## src/rtl/vga_fb_arbiter_pkg.sv

```systemverilog
// Shared types and constants for the VGA framebuffer arbiter.
package vga_fb_arbiter_pkg;

    typedef enum logic [1:0] {
        IDLE  = 2'd0,
        FETCH = 2'd1,
        DRAIN = 2'd2
    } arb_state_t;

    // 640x480 @ 60 Hz horizontal timing (pixels)
    localparam int unsigned H_ACTIVE = 640;
    localparam int unsigned H_FP     = 16;
    localparam int unsigned H_SYNC   = 96;
    localparam int unsigned H_BP     = 48;
    localparam int unsigned H_TOTAL  = 800;

    // 640x480 @ 60 Hz vertical timing (lines)
    localparam int unsigned V_ACTIVE = 480;
    localparam int unsigned V_FP     = 10;
    localparam int unsigned V_SYNC   = 2;
    localparam int unsigned V_BP     = 33;
    localparam int unsigned V_TOTAL  = 525;

    // Framebuffer geometry defaults
    localparam int unsigned FB_ADDR_W     = 15;
    localparam int unsigned FB_DATA_W     = 8;
    localparam int unsigned FB_LINE_WORDS = 160;
    localparam int unsigned FB_LINES      = 120;
    localparam int unsigned LB_ADDR_W     = 8;

endpackage

```

## src/rtl/vga_fb_arbiter_if.sv

```systemverilog
// Bundle of timing-side, host-write, RAM and line-buffer signals around the arbiter.
interface vga_fb_arbiter_if #(
    parameter int unsigned ADDR_W = 15,
    parameter int unsigned DATA_W = 8
) ();
    logic              line_start;
    logic [8:0]        line_idx;
    logic              wr_valid;
    logic              wr_ready;
    logic [ADDR_W-1:0] wr_addr;
    logic [DATA_W-1:0] wr_data;
    logic              mem_en;
    logic              mem_we;
    logic [ADDR_W-1:0] mem_addr;
    logic [DATA_W-1:0] mem_wdata;
    logic [DATA_W-1:0] mem_rdata;
    logic              lb_we;
    logic              lb_bank;
    logic [7:0]        lb_addr;
    logic [DATA_W-1:0] lb_data;
    logic              fetch_busy;
    logic              fetch_done;
    logic              underrun;
    logic              underrun_clr;

    // Arbiter side
    modport slave (
        input  line_start, line_idx, wr_valid, wr_addr, wr_data, mem_rdata, underrun_clr,
        output wr_ready, mem_en, mem_we, mem_addr, mem_wdata,
               lb_we, lb_bank, lb_addr, lb_data, fetch_busy, fetch_done, underrun
    );

    // Environment side (timing generator, host, RAM, line buffer)
    modport master (
        output line_start, line_idx, wr_valid, wr_addr, wr_data, mem_rdata, underrun_clr,
        input  wr_ready, mem_en, mem_we, mem_addr, mem_wdata,
               lb_we, lb_bank, lb_addr, lb_data, fetch_busy, fetch_done, underrun
    );
endinterface

```

## src/rtl/vga_fb_arbiter.sv

```systemverilog
// Framebuffer RAM arbiter: line fetch into ping-pong line buffer with strict
// priority over host writes. Optional macro VGA_ARB_HOST_SLOT_EN gives the
// host every 4th fetch cycle.
module vga_fb_arbiter
    import vga_fb_arbiter_pkg::*;
#(
    parameter int unsigned ADDR_W     = FB_ADDR_W,
    parameter int unsigned DATA_W     = FB_DATA_W,
    parameter int unsigned LINE_WORDS = FB_LINE_WORDS,
    parameter int unsigned LINES      = FB_LINES
) (
    input  logic            clk_25mhz,
    input  logic            reset_n,
    vga_fb_arbiter_if.slave bus
);

    localparam int unsigned LB_W     = LB_ADDR_W;
    localparam int unsigned FB_WORDS = LINES * LINE_WORDS;
    localparam int unsigned LAST_K   = LINE_WORDS - 1;

    arb_state_t        state_q, state_d;
    logic [ADDR_W-1:0] base_q, base_d;
    logic              bank_q, bank_d;
    logic [LB_W-1:0]   k_q, k_d;
    logic [LB_W-1:0]   rd_k_q, rd_k_d;
    logic              rd_vld_q, rd_vld_d;
    logic              done_q, done_d;
    logic              underrun_q, underrun_d;
`ifdef VGA_ARB_HOST_SLOT_EN
    logic [1:0]        cyc_q, cyc_d;
`endif

    logic              wr_ready_c, mem_en_c, mem_we_c, do_read_c;
    logic [ADDR_W-1:0] mem_addr_c;
    logic [DATA_W-1:0] mem_wdata_c;
    logic              idx_ok, wr_in_range, busy;
    logic [ADDR_W-1:0] base_new;

    assign idx_ok      = 32'(bus.line_idx) < LINES;
    assign wr_in_range = 32'(bus.wr_addr) < FB_WORDS;
    assign busy        = (state_q != IDLE);
    assign base_new    = ADDR_W'(32'(bus.line_idx) * LINE_WORDS);

    // Next-state, RAM port steering and abort handling
    always_comb begin
        state_d     = state_q;
        base_d      = base_q;
        bank_d      = bank_q;
        k_d         = k_q;
        rd_k_d      = rd_k_q;
        rd_vld_d    = 1'b0;
        done_d      = 1'b0;
        underrun_d  = underrun_q;
        wr_ready_c  = 1'b0;
        mem_en_c    = 1'b0;
        mem_we_c    = 1'b0;
        mem_addr_c  = base_q + ADDR_W'(k_q);
        mem_wdata_c = '0;
        do_read_c   = 1'b0;
`ifdef VGA_ARB_HOST_SLOT_EN
        cyc_d       = cyc_q;
`endif

        if (bus.underrun_clr) begin
            underrun_d = 1'b0;
        end

        case (state_q)
            IDLE: begin
                if (bus.line_start) begin
                    if (idx_ok) begin
                        base_d  = base_new;
                        bank_d  = bus.line_idx[0];
                        k_d     = '0;
                        state_d = FETCH;
`ifdef VGA_ARB_HOST_SLOT_EN
                        cyc_d   = '0;
`endif
                    end
                end else begin
                    wr_ready_c = 1'b1;
                    if (bus.wr_valid) begin
                        mem_en_c    = wr_in_range;
                        mem_we_c    = 1'b1;
                        mem_addr_c  = bus.wr_addr;
                        mem_wdata_c = bus.wr_data;
                    end
                end
            end
            FETCH: begin
                do_read_c = 1'b1;
`ifdef VGA_ARB_HOST_SLOT_EN
                cyc_d = cyc_q + 2'd1;
                if (cyc_q == 2'd3 && bus.wr_valid) begin
                    do_read_c   = 1'b0;
                    wr_ready_c  = 1'b1;
                    mem_en_c    = wr_in_range;
                    mem_we_c    = 1'b1;
                    mem_addr_c  = bus.wr_addr;
                    mem_wdata_c = bus.wr_data;
                end
`endif
                if (do_read_c) begin
                    mem_en_c = 1'b1;
                    rd_vld_d = 1'b1;
                    rd_k_d   = k_q;
                    if (k_q == LB_W'(LAST_K)) begin
                        state_d = DRAIN;
                    end else begin
                        k_d = k_q + LB_W'(1);
                    end
                end
            end
            DRAIN: begin
                done_d  = 1'b1;
                state_d = IDLE;
            end
            default: state_d = IDLE;
        endcase

        // A new line request while busy discards the in-flight read and restarts
        if (busy && bus.line_start && idx_ok) begin
            underrun_d = 1'b1;
            rd_vld_d   = 1'b0;
            done_d     = 1'b0;
            base_d     = base_new;
            bank_d     = bus.line_idx[0];
            k_d        = '0;
            state_d    = FETCH;
`ifdef VGA_ARB_HOST_SLOT_EN
            cyc_d      = '0;
`endif
        end
    end

    // State and datapath registers with synchronous active-low reset
    always_ff @(posedge clk_25mhz) begin
        if (!reset_n) begin
            state_q    <= IDLE;
            base_q     <= '0;
            bank_q     <= 1'b0;
            k_q        <= '0;
            rd_k_q     <= '0;
            rd_vld_q   <= 1'b0;
            done_q     <= 1'b0;
            underrun_q <= 1'b0;
`ifdef VGA_ARB_HOST_SLOT_EN
            cyc_q      <= '0;
`endif
        end else begin
            state_q    <= state_d;
            base_q     <= base_d;
            bank_q     <= bank_d;
            k_q        <= k_d;
            rd_k_q     <= rd_k_d;
            rd_vld_q   <= rd_vld_d;
            done_q     <= done_d;
            underrun_q <= underrun_d;
`ifdef VGA_ARB_HOST_SLOT_EN
            cyc_q      <= cyc_d;
`endif
        end
    end

    // Strobes are gated by reset_n so a reset mid-fetch stops RAM/line-buffer traffic at once
    assign bus.wr_ready   = reset_n & wr_ready_c;
    assign bus.mem_en     = reset_n & mem_en_c;
    assign bus.mem_we     = reset_n & mem_we_c;
    assign bus.mem_addr   = mem_addr_c;
    assign bus.mem_wdata  = mem_wdata_c;
    assign bus.lb_we      = reset_n & rd_vld_q;
    assign bus.lb_bank    = bank_q;
    assign bus.lb_addr    = rd_k_q;
    assign bus.lb_data    = bus.mem_rdata;
    assign bus.fetch_busy = busy;
    assign bus.fetch_done = done_q;
    assign bus.underrun   = underrun_q;

endmodule

```

## src/flat_wrapper.sv

```systemverilog
// flat-port wrapper written by rule: the top's interface ports become plain ports
module vga_fb_arbiter_flat import vga_fb_arbiter_pkg::*;
#(
    parameter int unsigned ADDR_W     = FB_ADDR_W,
    parameter int unsigned DATA_W     = FB_DATA_W,
    parameter int unsigned LINE_WORDS = FB_LINE_WORDS,
    parameter int unsigned LINES      = FB_LINES
)
  (clk_25mhz, reset_n, bus_line_start, bus_line_idx, bus_wr_valid, bus_wr_addr, bus_wr_data, bus_mem_rdata, bus_underrun_clr, bus_wr_ready, bus_mem_en, bus_mem_we, bus_mem_addr, bus_mem_wdata, bus_lb_we, bus_lb_bank, bus_lb_addr, bus_lb_data, bus_fetch_busy, bus_fetch_done, bus_underrun);
  vga_fb_arbiter_if #(.ADDR_W(ADDR_W), .DATA_W(DATA_W)) bus_i ();
  input  logic clk_25mhz;
  input  logic reset_n;
  input wire logic [$bits(bus_i.line_start)-1:0] bus_line_start;
  input wire logic [$bits(bus_i.line_idx)-1:0] bus_line_idx;
  input wire logic [$bits(bus_i.wr_valid)-1:0] bus_wr_valid;
  input wire logic [$bits(bus_i.wr_addr)-1:0] bus_wr_addr;
  input wire logic [$bits(bus_i.wr_data)-1:0] bus_wr_data;
  input wire logic [$bits(bus_i.mem_rdata)-1:0] bus_mem_rdata;
  input wire logic [$bits(bus_i.underrun_clr)-1:0] bus_underrun_clr;
  output wire logic [$bits(bus_i.wr_ready)-1:0] bus_wr_ready;
  output wire logic [$bits(bus_i.mem_en)-1:0] bus_mem_en;
  output wire logic [$bits(bus_i.mem_we)-1:0] bus_mem_we;
  output wire logic [$bits(bus_i.mem_addr)-1:0] bus_mem_addr;
  output wire logic [$bits(bus_i.mem_wdata)-1:0] bus_mem_wdata;
  output wire logic [$bits(bus_i.lb_we)-1:0] bus_lb_we;
  output wire logic [$bits(bus_i.lb_bank)-1:0] bus_lb_bank;
  output wire logic [$bits(bus_i.lb_addr)-1:0] bus_lb_addr;
  output wire logic [$bits(bus_i.lb_data)-1:0] bus_lb_data;
  output wire logic [$bits(bus_i.fetch_busy)-1:0] bus_fetch_busy;
  output wire logic [$bits(bus_i.fetch_done)-1:0] bus_fetch_done;
  output wire logic [$bits(bus_i.underrun)-1:0] bus_underrun;
  assign bus_i.line_start = bus_line_start;
  assign bus_i.line_idx = bus_line_idx;
  assign bus_i.wr_valid = bus_wr_valid;
  assign bus_i.wr_addr = bus_wr_addr;
  assign bus_i.wr_data = bus_wr_data;
  assign bus_i.mem_rdata = bus_mem_rdata;
  assign bus_i.underrun_clr = bus_underrun_clr;
  assign bus_wr_ready = bus_i.wr_ready;
  assign bus_mem_en = bus_i.mem_en;
  assign bus_mem_we = bus_i.mem_we;
  assign bus_mem_addr = bus_i.mem_addr;
  assign bus_mem_wdata = bus_i.mem_wdata;
  assign bus_lb_we = bus_i.lb_we;
  assign bus_lb_bank = bus_i.lb_bank;
  assign bus_lb_addr = bus_i.lb_addr;
  assign bus_lb_data = bus_i.lb_data;
  assign bus_fetch_busy = bus_i.fetch_busy;
  assign bus_fetch_done = bus_i.fetch_done;
  assign bus_underrun = bus_i.underrun;
  vga_fb_arbiter #(.ADDR_W(ADDR_W), .DATA_W(DATA_W), .LINE_WORDS(LINE_WORDS), .LINES(LINES)) u_core (.clk_25mhz(clk_25mhz), .reset_n(reset_n), .bus(bus_i));
endmodule
```

## config.mk

```make
export PLATFORM = sky130hd
export DESIGN_NAME = vga_fb_arbiter_flat
export DESIGN_NICKNAME = d
export VERILOG_FILES = /design/src/rtl/vga_fb_arbiter_pkg.sv /design/src/rtl/vga_fb_arbiter_if.sv /design/src/rtl/vga_fb_arbiter.sv /design/src/flat_wrapper.sv
export SDC_FILE = /design/constraint.sdc
export NUM_CORES = 1
export LEC_CHECK = 0
export BUFFER_PORTS_ARGS = -buffer_cell sky130_fd_sc_hd__buf_2
export CAP_MARGIN = 20
export CORE_ASPECT_RATIO = 1.4
export CORE_MARGIN = 1.5
export CORE_UTILIZATION = 30
export DETAILED_ROUTE_END_ITERATION = 8
export GPL_TIMING_DRIVEN = 0
export SLEW_MARGIN = 10
export SYNTH_ARGS = -nofsm -noshare
export SYNTH_HDL_FRONTEND = slang
export SYNTH_SLANG_ARGS = --single-unit
```

## constraint.sdc

```tcl
create_clock -name clk_25mhz -period 4.3 [get_ports clk_25mhz]
set_input_delay 0.215 -clock clk_25mhz [delete_from_list [all_inputs] [get_ports clk_25mhz]]
set_output_delay 0.215 -clock clk_25mhz [all_outputs]
set_load 0.03 [all_outputs]
```

# Word-level counts from Yosys, hierarchy flattened
# Cells that the tools add are included.
dict set report op_classes {
  muxes 35
  n_addsub 2
  n_eq_ne 10
  reduce_logical 14
  n_lt_le_gt_ge 2
  n_bitwise 5
  n_mul 1
}
# op count
set ops {}
lappend ops {{two-way mux 15 bit} 7}
lappend ops {{two-way mux 8 bit} 6}
lappend ops {{two-way mux 1 bit} 16}
lappend ops {{case mux 8 bit (2 select lines)} 1}
lappend ops {{adder 15 x 8 -> 15 bit} 1}
lappend ops {{< comparator 15 bit (second input constant)} 1}
lappend ops {{nonzero test 2 bit} 6}
lappend ops {{multiplier 9 x 3 -> 10 bit (second input constant)} 1}
lappend ops {{< comparator 9 x 7 -> 1 bit (second input constant)} 1}
lappend ops {{AND reduction 3 bit} 3}
lappend ops {{adder 8 x 1 -> 8 bit (second input constant)} 1}
lappend ops {{== test 8 bit (second input constant)} 1}
lappend ops {{two-way mux 2 bit} 3}
lappend ops {{!= test 3 x 1 -> 1 bit (second input constant)} 2}
lappend ops {{AND 1 bit} 4}
lappend ops {{!= test 2 x 1 -> 1 bit (second input constant)} 2}
lappend ops {{!= test 2 bit (second input constant)} 2}
lappend ops {{case mux 2 bit (2 select lines)} 1}
lappend ops {{AND reduction 4 bit} 1}
lappend ops {{!= test 3 x 2 -> 1 bit (second input constant)} 1}
lappend ops {{== test 2 x 1 -> 1 bit (second input constant)} 1}
lappend ops {{== test 2 bit (second input constant)} 1}
lappend ops {{logical AND 1 bit} 2}
lappend ops {{zero test 2 bit} 1}
lappend ops {{3 further kinds} 3}
dict set report word_totals {
  elab_cells 78
  output_inout_bits 47
  register_bits 32
}

# Longest topological paths before layout
# Gate-level depths: netlist of the first run.
dict set report logic_depth {
  ltp_word 5
  ltp_mapped 7
  ltp_nobuf 7
}

# Worst setup path after synthesis of the first run
# OpenSTA, ideal clock, no wires.
dict set report synth_path {
  kind {flip-flop to output port}
  startpoint {reg u_core.base_q[5]}
  endpoint {out bus_mem_addr[13]}
  path_stages_with_launch 7
  slack_ns 1.995
  arrival_ns 2.090
  t_required_ns 4.085
  path_cell_list {dfxtp_1 > ha_1 > fa_1 > a21o_1 > nand4_1 > xor2_1 > o21ai_0}
}
dict set report synth_between {
  elab_chain_len 4
}
# element line_no
set synth_lines {}
lappend synth_lines {{start: declaration} vga_fb_arbiter.sv:22} ;# logic [ADDR_W-1:0] base_q, base_d;
lappend synth_lines {{start signal: assignment} vga_fb_arbiter.sv:152} ;# base_q <= base_d;
lappend synth_lines {{adder 15 x 8 -> 15 bit *} vga_fb_arbiter.sv:57} ;# mem_addr_c = base_q + ADDR_W'(k_q);
lappend synth_lines {{two-way mux 15 bit} vga_fb_arbiter.sv:82} ;# if (bus.wr_valid) begin
lappend synth_lines {{two-way mux 15 bit} vga_fb_arbiter.sv:70} ;# if (bus.line_start) begin
lappend synth_lines {{two-way mux 15 bit *} vga_fb_arbiter.sv:68} ;# case (state_q)
lappend synth_lines {{end: declaration} flat_wrapper.sv:23} ;# output wire logic [$bits(bus_i.mem_addr)-1:0] bus_mem_addr;
# Every way passes the cells marked *; elsewhere a longest branch is shown, timed or not.

# Worst setup path in the final report of the first run
dict set report layout_path {
  startpoint {reg u_core.state_q[0]}
  endpoint {out bus_mem_en}
}
dict set report layout_between {
  elab_chain_len 3
  word_cells_on_any_way 4
}
# element line_no
set layout_lines {}
lappend layout_lines {{start: declaration} vga_fb_arbiter.sv:21} ;# arb_state_t state_q, state_d;
lappend layout_lines {{start signal: assignment} vga_fb_arbiter.sv:151} ;# state_q <= state_d;
lappend layout_lines {{== test 2 x 1 -> 1 bit or zero test 2 bit (tied branches)} vga_fb_arbiter.sv:68}
lappend layout_lines {{case mux 1 bit (2 select lines) *} vga_fb_arbiter.sv:68}
lappend layout_lines {{AND 1 bit *} vga_fb_arbiter.sv:167} ;# assign bus.mem_en = reset_n & mem_en_c;
lappend layout_lines {{end: declaration} flat_wrapper.sv:21} ;# output wire logic [$bits(bus_i.mem_en)-1:0] bus_mem_en;
# Marks and branches as above.

==> results of run 1 <==
[path summary, 6_finish.rpt]
check	from	endpoint	slack (ns)
worst max-delay path	u_core.state_q[0]	bus_mem_en	1.80
worst min-delay path	bus_line_idx[0]	u_core.base_q[5]	0.19
worst max register to register	u_core.k_q[0]	u_core.k_q[7]	2.47
worst min register to register	u_core.bus.lb_addr[0]	u_core.bus.lb_addr[0]	0.45
[tightest hold or removal path: cells and delay by family]
| kind | cells | cell delay, ns |
|---|---|---|
| compound gates | 1 | 0.05 |
| buf+inv | 1 | 0.11 |
| simple gates | 1 | 0.05 |
[per-layer routing]
layer  vias up  routed length (um)  share of wire
met5         -                   0              0
met4         0                  32         0.0057
met3         2                 238          0.042
met2        51                2920           0.52
met1       966                2470           0.44
li1       1119                   -              -
[area by class of cell]
type / instances / share of cell area
Buffer: 18 / 0.0390
Clock buffer: 6 / 0.0260
Clock inverter: 1 / 0.0108
Inverter: 7 / 0.00941
Multi-Input combinational cell: 209 / 0.501
Sequential cell: 31 / 0.222
Tap cell: 95 / 0.0426
Timing Repair Buffer: 83 / 0.149
[power by group through the flow]
stage                     registers (mW)  logic [mW]  clock network, mW
after global placement             0.306       0.183                  0
after CTS                          0.300       0.186              0.274
after global routing               0.301       0.204              0.287
after floorplan                    0.306       0.126                  0
final                              0.300       0.184              0.271
after detailed placement           0.307       0.185                  0
[registers in the layout, summed over array words and instances (netlist names)]
signal	count
u_core.bus.underrun	1
u_core.bus.fetch_done	1
u_core.bus.lb_addr	8
u_core.base_q	10
u_core.state_q	2
u_core.k_q	8
u_core.rd_vld_q	1
[logic make-up after synthesis]
| kind of cell | after synthesis |
|---|---|
| simple gates | 104 |
| compound gates | 70 |
| flops | 31 |
| buf+inv | 25 |
| fa+ha+maj | 19 |
| xor+xnor | 9 |
| mux | 7 |
[cell usage in the layout, fill, tap and decap left out, types with 2 or more instances in the layout]
cell type | Yosys | routed
sky130_fd_sc_hd__nand2b_1 | 3 | 3
sky130_fd_sc_hd__nor2_1 | 11 | 11
sky130_fd_sc_hd__inv_1 | 7 | 7
sky130_fd_sc_hd__dfxtp_1 | 31 | 31
sky130_fd_sc_hd__and2_1 | 11 | 11
sky130_fd_sc_hd__mux2_2 | 7 | 7
sky130_fd_sc_hd__buf_2 | 3 | 86
sky130_fd_sc_hd__xor2_1 | 5 | 5
sky130_fd_sc_hd__nor3_1 | 3 | 3
sky130_fd_sc_hd__or3_2 | 2 | 2
sky130_fd_sc_hd__a211oi_1 | 8 | 8
sky130_fd_sc_hd__clkbuf_1 | 6 | 7
sky130_fd_sc_hd__buf_4 | 8 | 8
sky130_fd_sc_hd__nand3_1 | 5 | 5
sky130_fd_sc_hd__o21ai_1 | 2 | 2
sky130_fd_sc_hd__a21o_1 | 5 | 5
sky130_fd_sc_hd__o311ai_0 | 2 | 2
sky130_fd_sc_hd__a21oi_1 | 24 | 24
sky130_fd_sc_hd__and3_1 | 2 | 2
sky130_fd_sc_hd__ha_1 | 17 | 17
sky130_fd_sc_hd__a211o_1 | 2 | 2
sky130_fd_sc_hd__fa_1 | 2 | 2
sky130_fd_sc_hd__a311o_1 | 2 | 2
sky130_fd_sc_hd__nand2_1 | 45 | 45
sky130_fd_sc_hd__xnor2_1 | 4 | 4
sky130_fd_sc_hd__nor3b_1 | 2 | 2
sky130_fd_sc_hd__clkbuf_8 | 0 | 5
sky130_fd_sc_hd__or2_2 | 2 | 2
sky130_fd_sc_hd__o21a_1 | 2 | 2
sky130_fd_sc_hd__or3_1 | 3 | 3
sky130_fd_sc_hd__o21bai_1 | 3 | 3
sky130_fd_sc_hd__nand4_1 | 7 | 7
sky130_fd_sc_hd__o21ai_0 | 14 | 14
==> load_flow_metrics.sql, run 1 <==
INSERT INTO impl_metrics (metric_group, metric, value, unit) VALUES
('run_status', 'status', 'finished, final reports clean', ''),
('detailed_routing', 'dr_total_vias', '2138', ''),
('synth', 'count_of_flip_flops_with_a_built_in_enable_after_synthesis', '0', ''),
('layout', 'seq_area', '621', 'um2'),
('placement', 'finalWeightedCongestion', '0.850', ''),
('synth', 'yosys_register_bits', '31', ''),
('placement', 'place.detailed.instances', '443', ''),
('clock_network', 'post_cts.repair.setup_buffers', '0', ''),
('layout', 'syn_to_final_growth', '29.6', '%'),
('synth', 'synthFlopType', 'sky130_fd_sc_hd__dfxtp_1', ''),
('worst_hold_path', 'holdPathStages', '3', ''),
('detailed_routing', 'detailedRoute.firstPassIterationCount', '5', ''),
('worst_setup_path', 'worst-endpoint-required', '4.09', 'ns'),
('placement', 'portBuffers', '83', ''),
('detailed_routing', 'detail_route.iter0.violations', '90', ''),
('pwr', 'irDropWorstVdd', '0.000137', 'V'),
('timing', 'final_min_period_over_clock_period', '0.581', ''),
('clock_network', 'cts_max_path_buffers', '2', ''),
('worst_setup_path', 'critical_path_cell_count', '5', ''),
('timing', 'finalWorstSetupSlack', '1.80', 'ns'),
('layout', 'fillcell_total', '780', ''),
('pwr', 'power_per_cell_area', '270', 'nW/um2'),
('synth', 'part_of_the_yosys_area_used_for_sequential_elements', '0.288', ''),
('synth', 'syn_area_per_cell', '8.13', 'um2'),
('synth', 'ys_top_cells_by_area', 'sky130_fd_sc_hd__dfxtp_1, sky130_fd_sc_hd__ha_1, sky130_fd_sc_hd__nand2_1', ''),
('synth', 'synth_simple_gate_area_share', '0.254', ''),
('synth', 'synth_common_cells', 'sky130_fd_sc_hd__nand2_1, sky130_fd_sc_hd__dfxtp_1, sky130_fd_sc_hd__a21oi_1', ''),
('worst_setup_path', 'slowest_stage', 'sky130_fd_sc_hd__nor4b_4', ''),
('synth', 'postSynth.asyncResetShare', '0', ''),
('clock_network', 'worst_skew_pair.late_latency', '0.27', 'ns'),
('timing', 'fin_worst_skew', '0.00359', 'ns'),
('global_routing', 'wire_length_of_the_first_global_routing_pass', '8.97', 'mm'),
('pwr', 'share_comb_of_total_power', '0.243', ''),
('synth', 'synthAdderAreaFrac', '0.117', ''),
('placement', 'detailedPlacementHpwl', '4.59', 'mm'),
('synth', 'yosys-mux-area-fraction', '0.0366', ''),
('synth', 'syn-instance-count', '265', ''),
('timing', 'drv_slew', '0', ''),
('worst_hold_path', 'worstHoldPathType', 'primary input to flop', ''),
('detailed_routing', 'antenna_nets_post_route', '0', ''),
('timing', 'tightest_slew', '0.536', 'ns'),
('global_routing', 'grtUsageMet2', '0.270', ''),
('worst_setup_path', 'crit_path_start_kind', 'flop', ''),
('global_routing', 'global_route.usage.met3', '0.0203', ''),
('timing', 'timing.fmax', '401', 'MHz'),
('timing', 'worst_hold_slack', '0.189', 'ns'),
('timing', 'final_period_demand_of_the_worst_path', '2.50', 'ns'),
('worst_setup_path', 'timing.reg2reg.worst_path_depth', '5', ''),
('global_routing', 'first_global_vias', '1946', ''),
('detailed_routing', 'route.final.wire_length', '5.66', 'mm'),
('worst_setup_path', 'worstPathArrival', '2.28', 'ns'),
('pwr', 'total_switching_power', '0.220', 'mW'),
('worst_setup_path', 'path_class', 'flop to output port', ''),
('detailed_routing', 'drc', '0', ''),
('placement', 'placement.cell_area', '2690', 'um2'),
('timing', 'finalSetupViolCount', '0', ''),
('layout', 'layout.core_utilization', '0.402', ''),
('worst_setup_path', 'critPathMaxFanout', '10', ''),
('layout', 'antennaDiodeCount', '0', ''),
('pwr', 'p_clk_frac', '0.359', ''),
('pwr', 'static-leakage-power', '1.28', 'nW'),
('synth', 'post-synth-top-count-cell', 'sky130_fd_sc_hd__nand2_1', ''),
('worst_setup_path', 'worst_path_max_stage_delay', '0.54', 'ns'),
('clock_network', 'clock-sinks', '31', ''),
('layout', 'multiInputGateArea', '1400', 'um2'),
('clock_network', 'holdBufCountCts', '0', ''),
('global_routing', 'total_overflow_reported_by_the_global_router', '0', ''),
('clock_network', 'clk_root_buffer_cell', 'sky130_fd_sc_hd__clkbuf_8', ''),
('synth', 'yosysUniqueCellTypes', '47', ''),
('pwr', 'internal_power_component', '0.534', 'mW'),
('pwr', 'power_switching_share', '0.292', '');
No activity file was read; power rests on OpenSTA's default activity.
==> run 2: changes to the inputs <==
clock period = 2.05 ns   (was 4.3 ns; I/O delays follow)
==> run 2 against run 1 <==
  * First-iteration DRC count decreased by 7.8%
  * Flip-flop and latch count unchanged
  * Combinational power increased by 120%
  * Global-route usage increased by 0.25 points
  * Worst setup slack got worse by 1.7 ns
  * Worst hold slack got worse by 0.12 ns
  * Non-clock buffer count increased by 5
  * Sequential power increased by 110%
  * Critical path depth increased by 2
==> load_flow_metrics.sql, run 2 (synthesis gave the netlist of run 1 again) <==
INSERT INTO impl_metrics (metric_group, metric, value, unit) VALUES
('run_status', 'status', 'finished, final reports clean', ''),
('timing', 'drv_slew', '0', ''),
('detailed_routing', 'vias_per_cell', '4.86', ''),
('die', 'die_w', '74.6', 'um'),
('worst_setup_path', 'setup.worst_path.start', 'u_core.k_q[5]', ''),
('clock_network', 'cts_max_path_buffers', '2', ''),
('detailed_routing', 'met1_length', '2.43', 'mm'),
('detailed_routing', 'met3_length', '304', 'um'),
('worst_setup_path', 'timing.rr.end', 'u_core.k_q[7]', ''),
('detailed_routing', 'routed_wire_length_per_instance', '12.7', 'um'),
('layout', 'design.final.nets', '424', ''),
('worst_hold_path', 'holdPathStages', '3', ''),
('die', 'die_height', '103', 'um'),
('timing', 'final_min_period_over_clock_period', '0.972', ''),
('global_routing', 'total_overflow_reported_by_the_global_router', '0', ''),
('job', 'timing.max_cap.violations', '0', ''),
('die', 'placement_rows', '36', ''),
('placement', 'detailedPlacementHpwl', '4.54', 'mm'),
('timing', 'final_period_demand_of_the_worst_path', '1.99', 'ns'),
('worst_hold_path', 'worstHoldPathType', 'primary input to flop', ''),
('detailed_routing', 'antenna_nets_post_route', '0', ''),
('worst_setup_path', 'critPathCaptureType', 'output port', ''),
('timing', 'finalSetupViolCount', '0', ''),
('die', 'start_util', '0.311', ''),
('layout', 'largest-register', 'u_core.base_q', ''),
('clock_network', 'holdBufCountCts', '0', ''),
('layout', 'mostFrequentLayoutCell', 'sky130_fd_sc_hd__buf_2', ''),
('worst_setup_path', 'timing.reg2reg.worst_path_depth', '5', ''),
('layout', 'post_route_cells_drive_above_1_share', '0.366', ''),
('detailed_routing', 'drc', '0', ''),
('detailed_routing', 'dr_total_vias', '2215', ''),
('clock_network', 'clock-sinks', '31', ''),
('timing', 'tightest_slew', '0.528', 'ns'),
('clock_network', 'clk_root_buffer_cell', 'sky130_fd_sc_hd__clkbuf_8', ''),
('detailed_routing', 'detail_route.iter0.violations', '83', ''),
('global_routing', 'wire_length_of_the_first_global_routing_pass', '8.89', 'mm'),
('timing', 'fin_worst_skew', '0.00392', 'ns'),
('clock_network', 'path_clk_slew', '0.07', 'ns'),
('placement', 'portBuffers', '83', ''),
('timing', 'grt_setup_unrepaired', 'no', ''),
('die', 'ioPinCount', '92', ''),
('worst_setup_path', 'worstPathArrival', '1.89', 'ns'),
('worst_setup_path', 'ff2ff_setup_slack', '0.28', 'ns'),
('timing', 'worst_hold_slack', '0.0656', 'ns'),
('layout', 'largest_register_ffs', '10', ''),
('layout', 'fillcell_total', '747', ''),
('global_routing', 'antenna_found_initial', '0', ''),
('worst_setup_path', 'crit_path_start_kind', 'flop', ''),
('global_routing', 'grt_start_max_net_pins', '11', ''),
('worst_setup_path', 'worst-endpoint-required', '1.95', 'ns'),
('detailed_routing', 'detailedRoute.firstPassIterationCount', '4', ''),
('worst_setup_path', 'worstReg2RegStart', 'u_core.k_q[0]', ''),
('detailed_routing', 'routed_wire_length_on_met2', '3.00', 'mm'),
('timing', 'slew_headroom', '0.648', ''),
('clock_network', 'h-tree-depth', '2', ''),
('clock_network', 'worst_skew_pair.late_latency', '0.28', 'ns'),
('timing', 'timing.fmax', '502', 'MHz'),
('placement', 'finalWeightedCongestion', '0.833', ''),
('layout', 'layout.core_utilization', '0.417', ''),
('clock_network', 'tritoncts.num_buffers', '5', ''),
('pwr', 'power_per_cell_area', '516', 'nW/um2'),
('timing', 'final_number_of_hold_violating_endpoints', '0', ''),
('layout', 'mostFrequentLayoutCells', 'sky130_fd_sc_hd__buf_2, sky130_fd_sc_hd__nand2_1, sky130_fd_sc_hd__dfxtp_1', ''),
('global_routing', 'first_global_vias', '1917', ''),
('global_routing', 'grt.total_usage', '0.150', ''),
('detailed_routing', 'route.final.wire_length', '5.79', 'mm'),
('pwr', 'irDropWorstVdd', '0.000240', 'V'),
('worst_setup_path', 'endpoint', 'bus_mem_addr[13]', ''),
('clock_network', 'tritoncts', 'built', ''),
('layout', 'syn_to_final_growth', '34.4', '%'),
('die', 'die_area', '7710', 'um2'),
('detailed_routing', 'topRoutingLayerUsed', 'met4', ''),
('pwr', 'static-leakage-power', '1.32', 'nW'),
('die', 'floorplan.core_area', '6940', 'um2'),
('worst_setup_path', 'path_class', 'flop to output port', ''),
('worst_setup_path', 'critPathMaxFanout', '7', ''),
('layout', 'antennaDiodeCount', '0', '');
## run 2: layout make-up
cell class | instances | area, um2 | area share
Buffer | 18 | 118 | 0.0406
Clock buffer | 7 | 76.3 | 0.0264
Clock inverter | 1 | 5.00 | 0.00173
Inverter | 7 | 26.3 | 0.00908
Multi-Input combinational cell | 209 | 1450 | 0.500
Sequential cell | 31 | 628 | 0.217
Tap cell | 95 | 119 | 0.0411
Timing Repair Buffer | 88 | 477 | 0.165
## run 2: what timing repair did
item / in CTS / in global routing
buffers inserted: 1 / 3
cloned: 0 / 1
pin swaps: 1 / 3
endpoints found under the setup margin: 16 / 9
resized for setup: 15 / 16
## run 2: power by group
part	leakage [nW]	switching [mW]	internal, mW	total (mW)
Sequential	0.253	0.0155	0.614	0.629
Clock	0.0422	0.218	0.238	0.455
Combinational	1.03	0.242	0.167	0.409
Total	1.32	0.476	1.02	1.49
## run 2: critical path, cell delays in order (launching register included)
cell	delay (ns)
sky130_fd_sc_hd__dfxtp_2	0.36
sky130_fd_sc_hd__ha_4	0.18
sky130_fd_sc_hd__fa_2	0.35
sky130_fd_sc_hd__a21o_1	0.19
sky130_fd_sc_hd__nand4_1	0.11
sky130_fd_sc_hd__xor2_1	0.17
sky130_fd_sc_hd__o21ai_1	0.08
sky130_fd_sc_hd__buf_4	0.17
## run 2: stage by stage
step	cells	total power, mW	setup TNS, ns	area, um2	setup slack [ns]
after floorplan	265	0.906	0	2150	0.0516
after global placement	443	1.03	-0.100	2690	-0.0607
after detailed placement	443	1.03	-0.0992	2690	-0.0845
after CTS	452	1.50	0	2820	0.00158
after global routing	456	1.57	0	2900	0.00278
final	456	1.49	0	2900	0.0572
## run 2: per-layer routing
metal / GRT usage / vias up
li1: - / 1136
met1: 0.174 / 1010
met2: 0.276 / 63
met3: 0.0271 / 6
met4: 0.0462 / 0
met5: 0 / -
## run 2: how the worst min path moves through the flow
stage                    startpoint           endpoint  slack (ns)
floorplan                   reset_n  u_core.base_q[11]        0.22
global placement    bus_line_idx[0]   u_core.base_q[5]        0.37
detailed placement  bus_line_idx[0]   u_core.base_q[5]        0.37
CTS                 bus_line_idx[0]   u_core.base_q[5]        0.07
global route        bus_line_idx[0]   u_core.base_q[5]        0.07
finish              bus_line_idx[0]   u_core.base_q[5]        0.07
==> run 3: changes to the inputs <==
CTS_BUF_LIST = sky130_fd_sc_hd__clkbuf_16   (was default)
==> run 3 against run 2 <==
  * Wire length is 0.21% lower
  * Combinational power is 2% lower
  * Die area stayed put
==> load_flow_metrics.sql, run 3 (synthesis gave the netlist of run 1 again) <==
INSERT INTO impl_metrics (metric_group, metric, value, unit) VALUES
('run_status', 'status', 'finished, final reports clean', ''),
('worst_hold_path', 'hold_start', 'bus_line_idx[0]', ''),
('detailed_routing', 'routed_wire_length_per_instance', '12.8', 'um'),
('worst_setup_path', 'slowest_stage', 'sky130_fd_sc_hd__dfxtp_1', ''),
('job', 'timing.max_cap.violations', '0', ''),
('global_routing', 'grt.total_usage', '0.149', ''),
('worst_setup_path', 'critPathMaxFanout', '3', ''),
('worst_setup_path', 'crit_chain', 'ha_4, fa_2, a21o_1, nand4_1, xor2_1, o21ai_1, buf_2', ''),
('worst_setup_path', 'timing.rr.end', 'u_core.k_q[7]', ''),
('detailed_routing', 'drc', '0', ''),
('layout', 'mostFrequentLayoutCell', 'sky130_fd_sc_hd__buf_2', ''),
('placement', 'place.detailed.instances', '443', ''),
('worst_setup_path', 'timing.reg2reg.worst_path_depth', '5', ''),
('clock_network', 'cts_max_path_buffers', '2', ''),
('worst_setup_path', 'ff2ff_setup_slack', '0.29', 'ns'),
('detailed_routing', 'met1_length', '2.49', 'mm'),
('worst_setup_path', 'path_class', 'flop to output port', ''),
('worst_setup_path', 'worst-endpoint-required', '1.95', 'ns'),
('timing', 'tightest_slew', '0.553', 'ns'),
('clock_network', 'path_clk_slew', '0.05', 'ns'),
('worst_hold_path', 'holdPathStages', '3', ''),
('die', 'placement_rows', '36', ''),
('die', 'die_w', '74.6', 'um'),
('clock_network', 'clock-sinks', '31', ''),
('clock_network', 'h-tree-depth', '2', ''),
('layout', 'antennaDiodeCount', '0', ''),
('detailed_routing', 'antenna_nets_post_route', '0', ''),
('timing', 'finalSetupViolCount', '0', ''),
('layout', 'fin_cells', '452', ''),
('detailed_routing', 'topRoutingLayerUsed', 'met4', ''),
('detailed_routing', 'dr_total_vias', '2171', ''),
('global_routing', 'total_overflow_reported_by_the_global_router', '0', ''),
('timing', 'fin_worst_skew', '0.00247', 'ns'),
('clock_network', 'clk_root_buffer_cell', 'sky130_fd_sc_hd__clkbuf_16', ''),
('clock_network', 'holdBufCountCts', '0', ''),
('layout', 'syn_to_final_growth', '35.2', '%'),
('die', 'start_util', '0.311', ''),
('layout', 'post_route_cells_drive_above_1_share', '0.356', ''),
('placement', 'detailedPlacementHpwl', '4.54', 'mm'),
('timing', 'timing.fmax', '501', 'MHz'),
('timing', 'final_number_of_hold_violating_endpoints', '0', ''),
('worst_hold_path', 'hold_path_end', 'u_core.base_q[5]', ''),
('layout', 'largest_register_ffs', '10', ''),
('clock_network', 'tritoncts.num_buffers', '5', ''),
('die', 'floorplan.core_area', '6940', 'um2'),
('worst_setup_path', 'crit_path_start_kind', 'flop', ''),
('layout', 'design.final.nets', '420', ''),
('worst_setup_path', 'critPathCaptureType', 'output port', ''),
('pwr', 'power_per_cell_area', '590', 'nW/um2'),
('placement', 'placement.cell_area', '2690', 'um2'),
('detailed_routing', 'vias_per_cell', '4.80', ''),
('global_routing', 'antenna_found_initial', '0', ''),
('detailed_routing', 'routed_wire_length_on_met2', '2.96', 'mm'),
('placement', 'finalWeightedCongestion', '0.833', ''),
('worst_setup_path', 'worstReg2RegStart', 'u_core.k_q[0]', ''),
('layout', 'largest-register', 'u_core.base_q', ''),
('timing', 'slew_headroom', '0.632', ''),
('worst_hold_path', 'worstHoldPathType', 'primary input to flop', ''),
('global_routing', 'first_global_vias', '1917', ''),
('layout', 'final_area', '2910', 'um2'),
('detailed_routing', 'met3_length', '247', 'um'),
('layout', 'fillcell_total', '740', ''),
('detailed_routing', 'detailedRoute.firstPassIterationCount', '4', ''),
('clock_network', 'tritoncts', 'built', ''),
('timing', 'final_min_period_over_clock_period', '0.974', ''),
('die', 'ioPinCount', '92', ''),
('pwr', 'static-leakage-power', '1.33', 'nW'),
('pwr', 'irDropWorstVdd', '0.000306', 'V'),
('die', 'die_height', '103', 'um'),
('worst_setup_path', 'worst_path_max_stage_delay', '0.36', 'ns'),
('timing', 'final.setup.tns', '0', 'ns'),
('placement', 'portBuffers', '83', ''),
('timing', 'final_period_demand_of_the_worst_path', '2.00', 'ns'),
('clock_network', 'worst_skew_pair.late_latency', '0.27', 'ns'),
('timing', 'drv_slew', '0', ''),
('detailed_routing', 'route.final.wire_length', '5.78', 'mm'),
('layout', 'mostFrequentLayoutCells', 'sky130_fd_sc_hd__buf_2, sky130_fd_sc_hd__nand2_1, sky130_fd_sc_hd__dfxtp_1', ''),
('global_routing', 'wire_length_of_the_first_global_routing_pass', '8.91', 'mm'),
('global_routing', 'grt_start_max_net_pins', '11', ''),
('worst_setup_path', 'worstPathArrival', '1.90', 'ns'),
('layout', 'layout.core_utilization', '0.420', ''),
('detailed_routing', 'detail_route.iter0.violations', '116', ''),
('die', 'die_area', '7710', 'um2');
-- run 3: cell count changes in the layout (fill, tap and decap cells not counted) --
cell | previous run | this run
sky130_fd_sc_hd__buf_2 | 81 | 82
sky130_fd_sc_hd__buf_4 | 15 | 11
sky130_fd_sc_hd__buf_6 | 5 | 4
sky130_fd_sc_hd__clkbuf_1 | 6 | 4
sky130_fd_sc_hd__clkbuf_16 | 0 | 5
sky130_fd_sc_hd__clkbuf_8 | 5 | 0
sky130_fd_sc_hd__dfxtp_1 | 27 | 28
sky130_fd_sc_hd__dfxtp_2 | 3 | 2
sky130_fd_sc_hd__inv_1 | 7 | 9
sky130_fd_sc_hd__o21ai_0 | 10 | 11
sky130_fd_sc_hd__o21ai_1 | 5 | 4
-- run 3: per-layer routing --
metal | vias up | GRT usage
met5 | - | 0
met4 | 0 | 0.0378
met3 | 7 | 0.0242
met2 | 51 | 0.277
met1 | 986 | 0.176
li1 | 1127 | -
-- run 3: timing repair --
| action | CTS | global route |
|---|---|---|
| pin swaps | 1 | 2 |
| setup endpoints to repair | 14 | 15 |
| resized for setup | 8 | 19 |
| cloned | 0 | 0 |
| buffers inserted | 1 | 0 |
-- run 3: critical path, delay by kind of cell (launching register included) --
family                   cells  cell delay [ns]
AO/OA/AOI/OAI                2             0.26
adder cells (fa/ha/maj)      2             0.54
AND/OR/NAND/NOR              1             0.11
buffers and inverters        1             0.18
XOR/XNOR                     1             0.17
flip-flops                   1             0.36
-- run 3: where the power goes --
group / internal (mW) / switching, mW / leakage [nW]
registers: 0.615 / 0.0157 / 0.253
logic: 0.161 / 0.241 / 1.00
clock network: 0.437 / 0.250 / 0.0762
total: 1.21 / 0.506 / 1.33
-- run 3: stage by stage --
stage          setup slack (ns)  hold slack [ns]  power (mW)
2_1_floorplan            0.0516            0.220       0.906
3_3_place_gp            -0.0607            0.366        1.03
3_5_place_dp            -0.0845            0.371        1.03
4_1_cts                 -0.0265           0.0841        1.72
5_1_grt                -0.00146           0.0988        1.79
6_report                 0.0524           0.0843        1.72
-- run 3: how the worst max path moves through the flow --
stage	start	to	slack, ns	depth (start not counted)
after floorplan	u_core.state_q[0]	bus_mem_we	0.05	3
after global placement	bus_line_idx[3]	u_core.base_q[14]	-0.06	8
after detailed placement	bus_line_idx[3]	u_core.base_q[14]	-0.08	8
after CTS	u_core.state_q[1]	bus_mem_en	-0.03	5
after global routing	u_core.state_q[1]	bus_mem_addr[10]	-0.001	6
final	u_core.base_q[5]	bus_mem_addr[13]	0.05	7
-- run 3: area by class of cell --
class	count	area, um2	share of cell area
clock buffer	5	125	0.0429
timing repair buffer	84	440	0.151
sequential	31	627	0.215
buffer	18	118	0.0404
multi-input combinational	209	1450	0.496
clock inverter	3	12.5	0.00429
tap	95	119	0.0408
inverter	7	26.3	0.00902
